**config.mk**
```make
export PLATFORM = sky130hd
export DESIGN_NAME = clk_enable_gen
export DESIGN_NICKNAME = d
export VERILOG_FILES = /design/src/rtl/clk_gen_pkg.sv /design/src/rtl/clk_gen_channel.sv /design/src/rtl/clk_enable_gen.sv
export SDC_FILE = /design/constraint.sdc
export NUM_CORES = 2
export LEC_CHECK = 0
export BUFFER_PORTS_ARGS = -buffer_cell sky130_fd_sc_hd__buf_4
export CORE_MARGIN = 2
export CORE_UTILIZATION = 30
export CTS_CLUSTER_SIZE = 25
export DETAILED_ROUTE_END_ITERATION = 6
export PLACE_DENSITY = 0.46
export SYNTH_ARGS = -nofsm -noshare
export SYNTH_HDL_FRONTEND = slang
export SYNTH_SLANG_ARGS = --single-unit
```
**constraint.sdc**
```tcl
create_clock -name clk -period 35.1 [get_ports clk]
set_input_delay 3.51 -clock clk [delete_from_list [all_inputs] [get_ports clk]]
set_output_delay 3.51 -clock clk [all_outputs]
set_load 0.05 [all_outputs]
```
**src/rtl/clk_gen_pkg.sv**
```systemverilog
`default_nettype none
// ============================================================================
//  Module      : clk_gen_pkg
//  Description : Shared mode encodings, width helper and power-on tuning-word
//                calculation for the clock-enable generator.
//  Revision    : 1.0 - initial release
// ============================================================================
package clk_gen_pkg;

    // Channel operating modes
    localparam logic MODE_NCO = 1'b0;
    localparam logic MODE_DIV = 1'b1;

    // Index width for n items, never narrower than one bit
    function automatic int unsigned clog2_min1(input int unsigned n);
        return (n > 1) ? $clog2(n) : 1;
    endfunction

    // round(f_out * 2^acc_w / f_clk), clamped to 1 .. 2^(acc_w-1) so the
    // accumulator never stalls and never ticks faster than every other cycle
    function automatic longint unsigned calc_inc(input longint unsigned f_clk,
                                                 input longint unsigned f_out,
                                                 input int unsigned     acc_w);
        longint unsigned num;
        longint unsigned inc;
        longint unsigned max_inc;
        num     = f_out << acc_w;
        inc     = (num + (f_clk >> 1)) / f_clk;
        max_inc = 64'd1 << (acc_w - 1);
        if (inc < 64'd1) begin
            inc = 64'd1;
        end else if (inc > max_inc) begin
            inc = max_inc;
        end
        return inc;
    endfunction

endpackage
`default_nettype wire

```
**src/rtl/clk_gen_channel.sv**
```systemverilog
`default_nettype none
// ============================================================================
//  Module      : clk_gen_channel
//  Description : One clock-enable channel: NCO or integer-divide accumulator,
//                active/pending tuning word, registered tick/clk_out/locked.
//  Revision    : 1.0 - initial release
// ============================================================================
module clk_gen_channel
    import clk_gen_pkg::*;
#(
    parameter int unsigned      ACC_W    = 32,
    parameter logic [ACC_W-1:0] DEF_INC  = ACC_W'(1),
    parameter logic             DEF_MODE = MODE_NCO
) (
    input  logic             clk,
    input  logic             reset,
    input  logic             i_en,
    input  logic             i_wr,
    input  logic             i_wr_mode,
    input  logic [ACC_W-1:0] i_wr_inc,
    output logic             o_tick,
    output logic             o_clk_out,
    output logic             o_locked
);

    logic [ACC_W-1:0] r_acc;
    logic [ACC_W-1:0] r_inc;
    logic             r_mode;
    logic [ACC_W-1:0] r_pend_inc;
    logic             r_pend_mode;
    logic             r_pend_vld;
    logic             r_tick;
    logic             r_clk_out;
    logic             r_locked;

    logic [ACC_W:0]   w_sum;
    logic [ACC_W-1:0] w_n;
    logic [ACC_W-1:0] w_acc_next;
    logic             w_wrap;
    logic             w_clk_next;
    logic             w_commit;

    // Next accumulator value, wrap detect and square-wave level for the active mode
    always_comb begin
        w_sum      = {1'b0, r_acc} + {1'b0, r_inc};
        w_n        = (r_inc == '0) ? ACC_W'(1) : r_inc;
        w_wrap     = 1'b0;
        w_acc_next = r_acc;
        w_clk_next = 1'b0;
        if (r_mode == MODE_NCO) begin
            w_wrap     = w_sum[ACC_W];
            w_acc_next = w_sum[ACC_W-1:0];
            w_clk_next = w_sum[ACC_W-1];
        end else begin
            // >= rather than == so a smaller N committed while idle still wraps
            w_wrap     = (r_acc >= (w_n - ACC_W'(1)));
            w_acc_next = w_wrap ? '0 : (r_acc + ACC_W'(1));
            w_clk_next = (w_acc_next < (w_n >> 1));
        end
        // A stopped channel has no wrap to wait for, so it commits at once
        w_commit = r_pend_vld && (w_wrap || !i_en);
    end

    // Accumulator, tuning-word handover and registered outputs; a write in the
    // same cycle as a commit wins for the pending slot and for locked
    always_ff @(posedge clk or posedge reset) begin
        if (reset) begin
            r_acc       <= '0;
            r_inc       <= DEF_INC;
            r_mode      <= DEF_MODE;
            r_pend_inc  <= '0;
            r_pend_mode <= MODE_NCO;
            r_pend_vld  <= 1'b0;
            r_tick      <= 1'b0;
            r_clk_out   <= 1'b0;
            r_locked    <= 1'b0;
        end else begin
            if (i_en) begin
                r_acc     <= w_acc_next;
                r_tick    <= w_wrap;
                r_clk_out <= w_clk_next;
            end else begin
                r_tick    <= 1'b0;
            end
            if (w_commit) begin
                r_inc      <= r_pend_inc;
                r_mode     <= r_pend_mode;
                r_pend_vld <= 1'b0;
                r_locked   <= 1'b1;
                if (r_pend_mode != r_mode) begin
                    r_acc <= '0;
                end
            end
            if (i_wr) begin
                r_pend_inc  <= i_wr_inc;
                r_pend_mode <= i_wr_mode;
                r_pend_vld  <= 1'b1;
                r_locked    <= 1'b0;
            end
        end
    end

    assign o_tick    = r_tick;
    assign o_clk_out = r_clk_out;
    assign o_locked  = r_locked;

endmodule
`default_nettype wire

```
**src/rtl/clk_enable_gen.sv**
```systemverilog
`default_nettype none
// ============================================================================
//  Module      : clk_enable_gen
//  Description : Multi-channel runtime-programmable clock-enable generator;
//                decodes tuning-word writes onto NCH independent channels.
//  Revision    : 1.0 - initial release
// ============================================================================
module clk_enable_gen
    import clk_gen_pkg::*;
#(
    parameter int unsigned F_CLK     = 100000000,
    parameter int unsigned NCH       = 4,
    parameter int unsigned ACC_W     = 32,
    parameter int unsigned F_DEFAULT = 1000000,
    parameter bit          DEF_MODE  = 1'b0,
    localparam int unsigned CH_W     = clog2_min1(NCH)
) (
    input  logic             clk,
    input  logic             reset,
    input  logic             wr_en,
    input  logic [CH_W-1:0]  wr_ch,
    input  logic             wr_mode,
    input  logic [ACC_W-1:0] wr_inc,
    input  logic [NCH-1:0]   ch_en,
    output logic [NCH-1:0]   tick,
    output logic [NCH-1:0]   clk_out,
    output logic [NCH-1:0]   locked
);

    localparam logic [ACC_W-1:0] c_def_inc =
        ACC_W'(calc_inc(64'(F_CLK), 64'(F_DEFAULT), ACC_W));

    for (genvar gi = 0; gi < NCH; gi++) begin : g_ch
        logic w_wr_sel;

        // Channel indices beyond NCH never match, so such writes are dropped
        assign w_wr_sel = wr_en && (wr_ch == CH_W'(gi));

        clk_gen_channel #(
            .ACC_W    (ACC_W),
            .DEF_INC  (c_def_inc),
            .DEF_MODE (DEF_MODE)
        ) u_ch (
            .clk       (clk),
            .reset     (reset),
            .i_en      (ch_en[gi]),
            .i_wr      (w_wr_sel),
            .i_wr_mode (wr_mode),
            .i_wr_inc  (wr_inc),
            .o_tick    (tick[gi]),
            .o_clk_out (clk_out[gi]),
            .o_locked  (locked[gi])
        );
    end

endmodule
`default_nettype wire

```
# After elaboration in Yosys (flattened, before gate mapping)
# Index checks and enable logic that the tools add are counted.
[totals]
output_inout_bits = 12
input_bits = 42
wordCells = 140
ff_bits = 408
[op_classes]
n_eq_ne = 7
reduce_logical = 25
add_sub_neg = 12
order_cmp = 8
n_mux = 52
[ops]
columns = ["op", "n"]
rows = [
  ["two-way mux 32 bit", 24],
  ["adder 32 x 32 -> 33 bit", 4],
  ["adder 32 x 1 -> 32 bit (second input constant)", 4],
  [">= comparator 32 bit", 4],
  ["logical NOT 32 bit", 4],
  ["less-than comparator 32 x 31 -> 1 bit", 4],
  ["subtractor 32 x 1 -> 32 bit (second input constant)", 4],
  ["two-way mux 1 bit", 28],
  ["logical AND 1 bit", 8],
  ["nonzero test 2 bit", 4],
  ["equality test 2 bit (second input constant)", 2],
  ["logical NOT 1 bit", 4],
  ["logical OR 1 bit", 4],
  ["inequality test 1 bit", 4],
  ["equality test 2 x 1 -> 1 bit (second input constant)", 1],
  ["logical NOT 2 bit", 1],
]

# Logic depth before layout (Yosys ltp)
[depth]
depth_word = 9
depth_mapped = 33
ltp_nobuf = 31

# Modules after synthesis
# Synthesis repeated with hierarchy kept, for this count alone.
[hier_totals]
cells_unflattened = 3913
area_unflattened_um2 = 34730.8
[by_module_without_submodules]
columns = ["module", "n_inst", "seq_area_each_um2", "cells_per_inst", "area_each_um2"]
rows = [
  ["clk_gen_channel (g_ch[1].u_ch ...)", 2, 2568.7, 965, 8745.9],
  ["clk_gen_channel (g_ch[3].u_ch)", 1, 2568.7, 1010, 8670.8],
  ["clk_gen_channel (g_ch[0].u_ch)", 1, 2568.7, 969, 8530.7],
  ["clk_enable_gen", 1, 0.0, 4, 37.5],
]

# Least setup slack after synthesis
# Ideal clock, no wire load.
[synth_path]
kind = "register to register"
startpoint = "reg g_ch[1].u_ch.r_inc[22]"
endpoint = "reg g_ch[1].u_ch.r_clk_out"
path_stages_with_launch = 31
setup_slack_ns = 28.687
arrival_ns = 6.297
synth_period_minus_slack_ns = 6.413
path_buffers = 2
t_required_ns = 34.984
setup_time_ns = 0.116
path_cell_list = "dfrtp_1 -> or4_1 -> nor4_1 -> nand3_1 -> nor3_1 -> a31oi_1 -> ha_1 -> nand4_1 -> nor2_1 -> nand2_1 -> nor4_1 -> xnor2_1 -> ha_1 -> nand4_1 -> nor3_2 -> nand2_1 -> or3_1 -> o211ai_1 -> clkbuf_1 -> clkbuf_1 -> nor2_1 -> ha_1 -> a21o_1 -> a21o_1 -> a21o_1 -> a21oi_1 -> nor2b_1 -> o21ai_0 -> o311ai_0 -> or4_1 -> o311ai_0"
[synth_between]
elab_chain_cells = 7
elab_cells_between_ends = 8
cone_classes = "2 x add/sub; 2 x order compare; 3 x mux; 1 x reduce/logical"
[synth_rtl]
columns = ["element", "line", "source"]
rows = [
  ["start, declared", "clk_gen_channel.sv:27", "logic [ACC_W-1:0] r_inc;"],
  ["start signal, assigned", "clk_gen_channel.sv:86", "r_inc <= r_pend_inc;"],
  ["logical NOT 32 bit", "clk_gen_channel.sv:46", "w_n = (r_inc == '0) ? ACC_W'(1) : r_inc;"],
  ["two-way mux 32 bit", "clk_gen_channel.sv:46", ""],
  ["subtractor 32 x 1 -> 32 bit", "clk_gen_channel.sv:56", "w_wrap = (r_acc >= (w_n - ACC_W'(1)));"],
  [">= comparator 32 bit", "clk_gen_channel.sv:56", ""],
  ["two-way mux 32 bit", "clk_gen_channel.sv:57", "w_acc_next = w_wrap ? '0 : (r_acc + ACC_W'(1));"],
  ["less-than comparator 32 x 31 -> 1 bit", "clk_gen_channel.sv:58", "w_clk_next = (w_acc_next < (w_n >> 1));"],
  ["two-way mux 1 bit *", "clk_gen_channel.sv:50", "if (r_mode == MODE_NCO) begin"],
  ["end signal, assigned", "clk_gen_channel.sv:81", "r_clk_out <= w_clk_next;"],
  ["end, declared", "clk_gen_channel.sv:33", "logic r_clk_out;"],
]
# Mark *: on every way between the ends. The rest lies on a longest branch, timed or not.
# A chain may end at the register's enable or synchronous reset.

# Worst setup path in the final report
[layout_path]
startpoint = "reg g_ch[0].u_ch.r_inc[11]"
endpoint = "reg g_ch[0].u_ch.r_clk_out"
[layout_between]
elab_chain_cells = 7
elab_cells_between_ends = 8
cone_classes = "2 x add/sub; 2 x order compare; 3 x mux; 1 x reduce/logical"
[layout_rtl]
columns = ["element", "line"]
rows = [
  ["start, declared", "clk_gen_channel.sv:27"],
  ["start signal, assigned", "clk_gen_channel.sv:86"],
  ["logical NOT 32 bit", "clk_gen_channel.sv:46"],
  ["two-way mux 32 bit", "clk_gen_channel.sv:46"],
  ["subtractor 32 x 1 -> 32 bit", "clk_gen_channel.sv:56"],
  [">= comparator 32 bit", "clk_gen_channel.sv:56"],
  ["two-way mux 32 bit", "clk_gen_channel.sv:57"],
  ["less-than comparator 32 x 31 -> 1 bit", "clk_gen_channel.sv:58"],
  ["two-way mux 1 bit *", "clk_gen_channel.sv:50"],
  ["end signal, assigned", "clk_gen_channel.sv:81"],
  ["end, declared", "clk_gen_channel.sv:33"],
]
# Marks and branches as above.

==> results.json <==
{
  "outcome": "completed",
  "drive_gt1_frac": 0.138,
  "fmax_ghz": 0.132,
  "area_growth_pct": 10.6,
  "h-tree-depth": 2,
  "critPathLaunch": "g_ch[0].u_ch.r_inc[11]",
  "start_util": 0.303,
  "yosysSeqAreaShare": 0.301,
  "crit_slowest_cell": "or4_1",
  "crit_arrival_ps": 8100,
  "reg2reg_from": "g_ch[0].u_ch.r_inc[11]",
  "coreArea_um2": 113000,
  "ys_types": 91,
  "dp_worst_setup_slack_ps": 27550,
  "synth_area_per_cell_um2": 9.07,
  "grt_pass1_vias": 28100,
  "fp-row-count": 123,
  "mostFrequentLayoutCell": "nor2_1",
  "synth_edf_count": 0,
  "crit_type": "reg -> reg",
  "drc": 0,
  "synthTopCellsByArea": "dfrtp_1, ha_1, mux2_2",
  "cts_resized": 0,
  "grt_pass1_wl_um": 170000,
  "dpl.hpwl_um": 80300,
  "yosys_warnings": 0,
  "vias_per_cell": 5.28,
  "drv_slew": 0,
  "timing.final.crit_share": 0.216,
  "grt_max_degree": 151,
  "synth_flop_cell": "dfrtp_1",
  "ant_nets": 0,
  "min-delay-start": "g_ch[3].u_ch.r_pend_inc[5]",
  "clkSlewWorstSetupHoldPaths_ps": 60,
  "finalNetCount": 4189,
  "firstDrtPassIters": 5,
  "wl_per_cell_um": 20.4,
  "slew_headroom": 0.260,
  "fillers": 11700,
  "cts_buffers": 49,
  "post-cts-setup-buffers": 0,
  "cts_sinks": 408,
  "vias": 28000,
  "drt_iter0_markers": 1782,
  "holdPathStages": 1,
  "grt.overflow.total": 0,
  "cts_max_path_buffers": 3,
  "cp-end-kind": "register",
  "async_reset_ff_frac": 1.00,
  "cap_violations": 0,
  "grt.total_usage": 0.185,
  "synth_top_area_share": 0.261,
  "fin_cells": 5300,
  "path_max_fanout": 19,
  "die_y_um": 341,
  "syn_inst": 3769,
  "tns_ps": 0,
  "layout_common_cells": "nor2_1, ha_1, dfrtp_1, a21oi_1, xnor2_1",
  "rsz0062_at_grt": "false",
  "synth_nets": 4199,
  "hold_viol": 0,
  "ff2ff_path_depth": 30,
  "rrSetupSlack_ps": 27510,
  "cts_tree": "done",
  "netlist_area_um2": 34200,
  "fin_util": 0.335,
  "dp.cells": 5208,
  "grt_antenna_before_repair": 7,
  "min_path_type": "reg -> reg",
  "fin_crit_ps": 7590,
  "wirelength_um": 108000,
  "portBuffers": 53,
  "io_pins": 54,
  "clock-root-buffer": "clkbuf_16",
  "skew_ps": 25.3,
  "cts_hold_buf": 0,
  "fin_ws_ps": 27510,
  "holdPathEnd": "g_ch[3].u_ch.r_inc[5]",
  "ys_seq_elements": 408,
  "die_x_um": 341,
  "clk_latency_ps": 620,
  "setup_viol": 0,
  "timing.rr.end": "g_ch[0].u_ch.o_clk_out",
  "die-area_um2": 117000,
  "routabilityCongestion": 0.845,
  "max_stage_delay_ps": 620,
  "synth_area_leader_cell": "dfrtp_1",
  "required_ps": 35620,
  "tightest_slew_ps": 1100,
  "crit_path_start_kind": "register"
}
logic make-up after synthesis:
group,share of synthesized area
mux,0.0987
simple gates,0.163
fa+ha+maj,0.143
compound gates,0.168
buf+inv,0.0423
flops,0.301
xor+xnor,0.0846
layout make-up:
cell class	instances	area [um2]	area share
diodes	2	5.00	0.000132
clock buffers	64	1390	0.0367
clock inverters	26	370	0.00980
inverters	196	743	0.0197
multi-input cells	3024	22500	0.596
flip-flops and latches	408	10300	0.272
well taps	1500	1880	0.0497
repair buffers	80	626	0.0166
state kept, by name (all words and copies together) (netlist names):
signal                 count
g_ch.u_ch.r_mode           4
g_ch.u_ch.r_pend_inc     128
g_ch.u_ch.r_pend_mode      4
g_ch.u_ch.o_clk_out        4
g_ch.u_ch.o_tick           4
g_ch.u_ch.o_locked         4
g_ch.u_ch.r_pend_vld       4
g_ch.u_ch.r_acc          128
g_ch.u_ch.r_inc          128
synthesized netlist by cell type, types with 9 or more instances:
| cell | count |
|---|---|
| nor2_1 | 439 |
| ha_1 | 384 |
| dfrtp_1 | 356 |
| a21oi_1 | 233 |
| xnor2_1 | 221 |
| mux2_2 | 196 |
| nand2_1 | 196 |
| inv_1 | 195 |
| o21ai_0 | 136 |
| a211oi_1 | 126 |
| a21o_1 | 115 |
| xor2_1 | 109 |
| nand3_1 | 105 |
| nor3_1 | 103 |
| nand4_1 | 96 |
| clkbuf_1 | 88 |
| mux2_4 | 58 |
| dfstp_2 | 52 |
| and3_1 | 39 |
| nor4_1 | 39 |
| o211ai_1 | 33 |
| nor2b_1 | 29 |
| a31oi_1 | 28 |
| or3_1 | 25 |
| and4_1 | 20 |
| buf_2 | 20 |
| nand2b_1 | 18 |
| o21bai_1 | 18 |
| o31ai_1 | 18 |
| mux2i_1 | 17 |
| o21a_1 | 16 |
| buf_4 | 15 |
| and2_1 | 13 |
| buf_6 | 13 |
| or4_1 | 13 |
| mux2_1 | 11 |
| a41oi_1 | 9 |
| or2_2 | 9 |
layer usage:
metal | routed length (um) | track usage
met4 | 2190 | 0.0423
met1 | 52200 | 0.259
met5 | 0 | 0
met3 | 5200 | 0.0308
met2 | 48700 | 0.299
worst max-delay path by stage:
stage                                  end  depth (start not counted)
floorplan           g_ch[0].u_ch.o_clk_out                          1
global placement    g_ch[0].u_ch.o_clk_out                         30
detailed placement  g_ch[0].u_ch.o_clk_out                         30
CTS                 g_ch[0].u_ch.o_clk_out                         30
global route        g_ch[3].u_ch.o_clk_out                         30
finish              g_ch[0].u_ch.o_clk_out                         30
worst max-delay path, delay by kind of cell, from the launching register on:
family	cells	cell delay, ps
adder cells (fa/ha/maj)	3	870
flip-flops	1	410
XOR/XNOR	1	140
AND/OR/NAND/NOR	15	4060
AO/OA/AOI/OAI	10	1630
buffers and inverters	1	360
metrics by stage:
stage	hold WS [ps]	cell area, um2
after floorplan	459	34200
after global placement	467	36000
after detailed placement	476	36000
after CTS	484	37800
after global routing	504	37800
final	490	37800
Power is left out: the tool's default activity adds up to more than one toggle a clock period on the data nets, which glitch-free logic cannot reach.
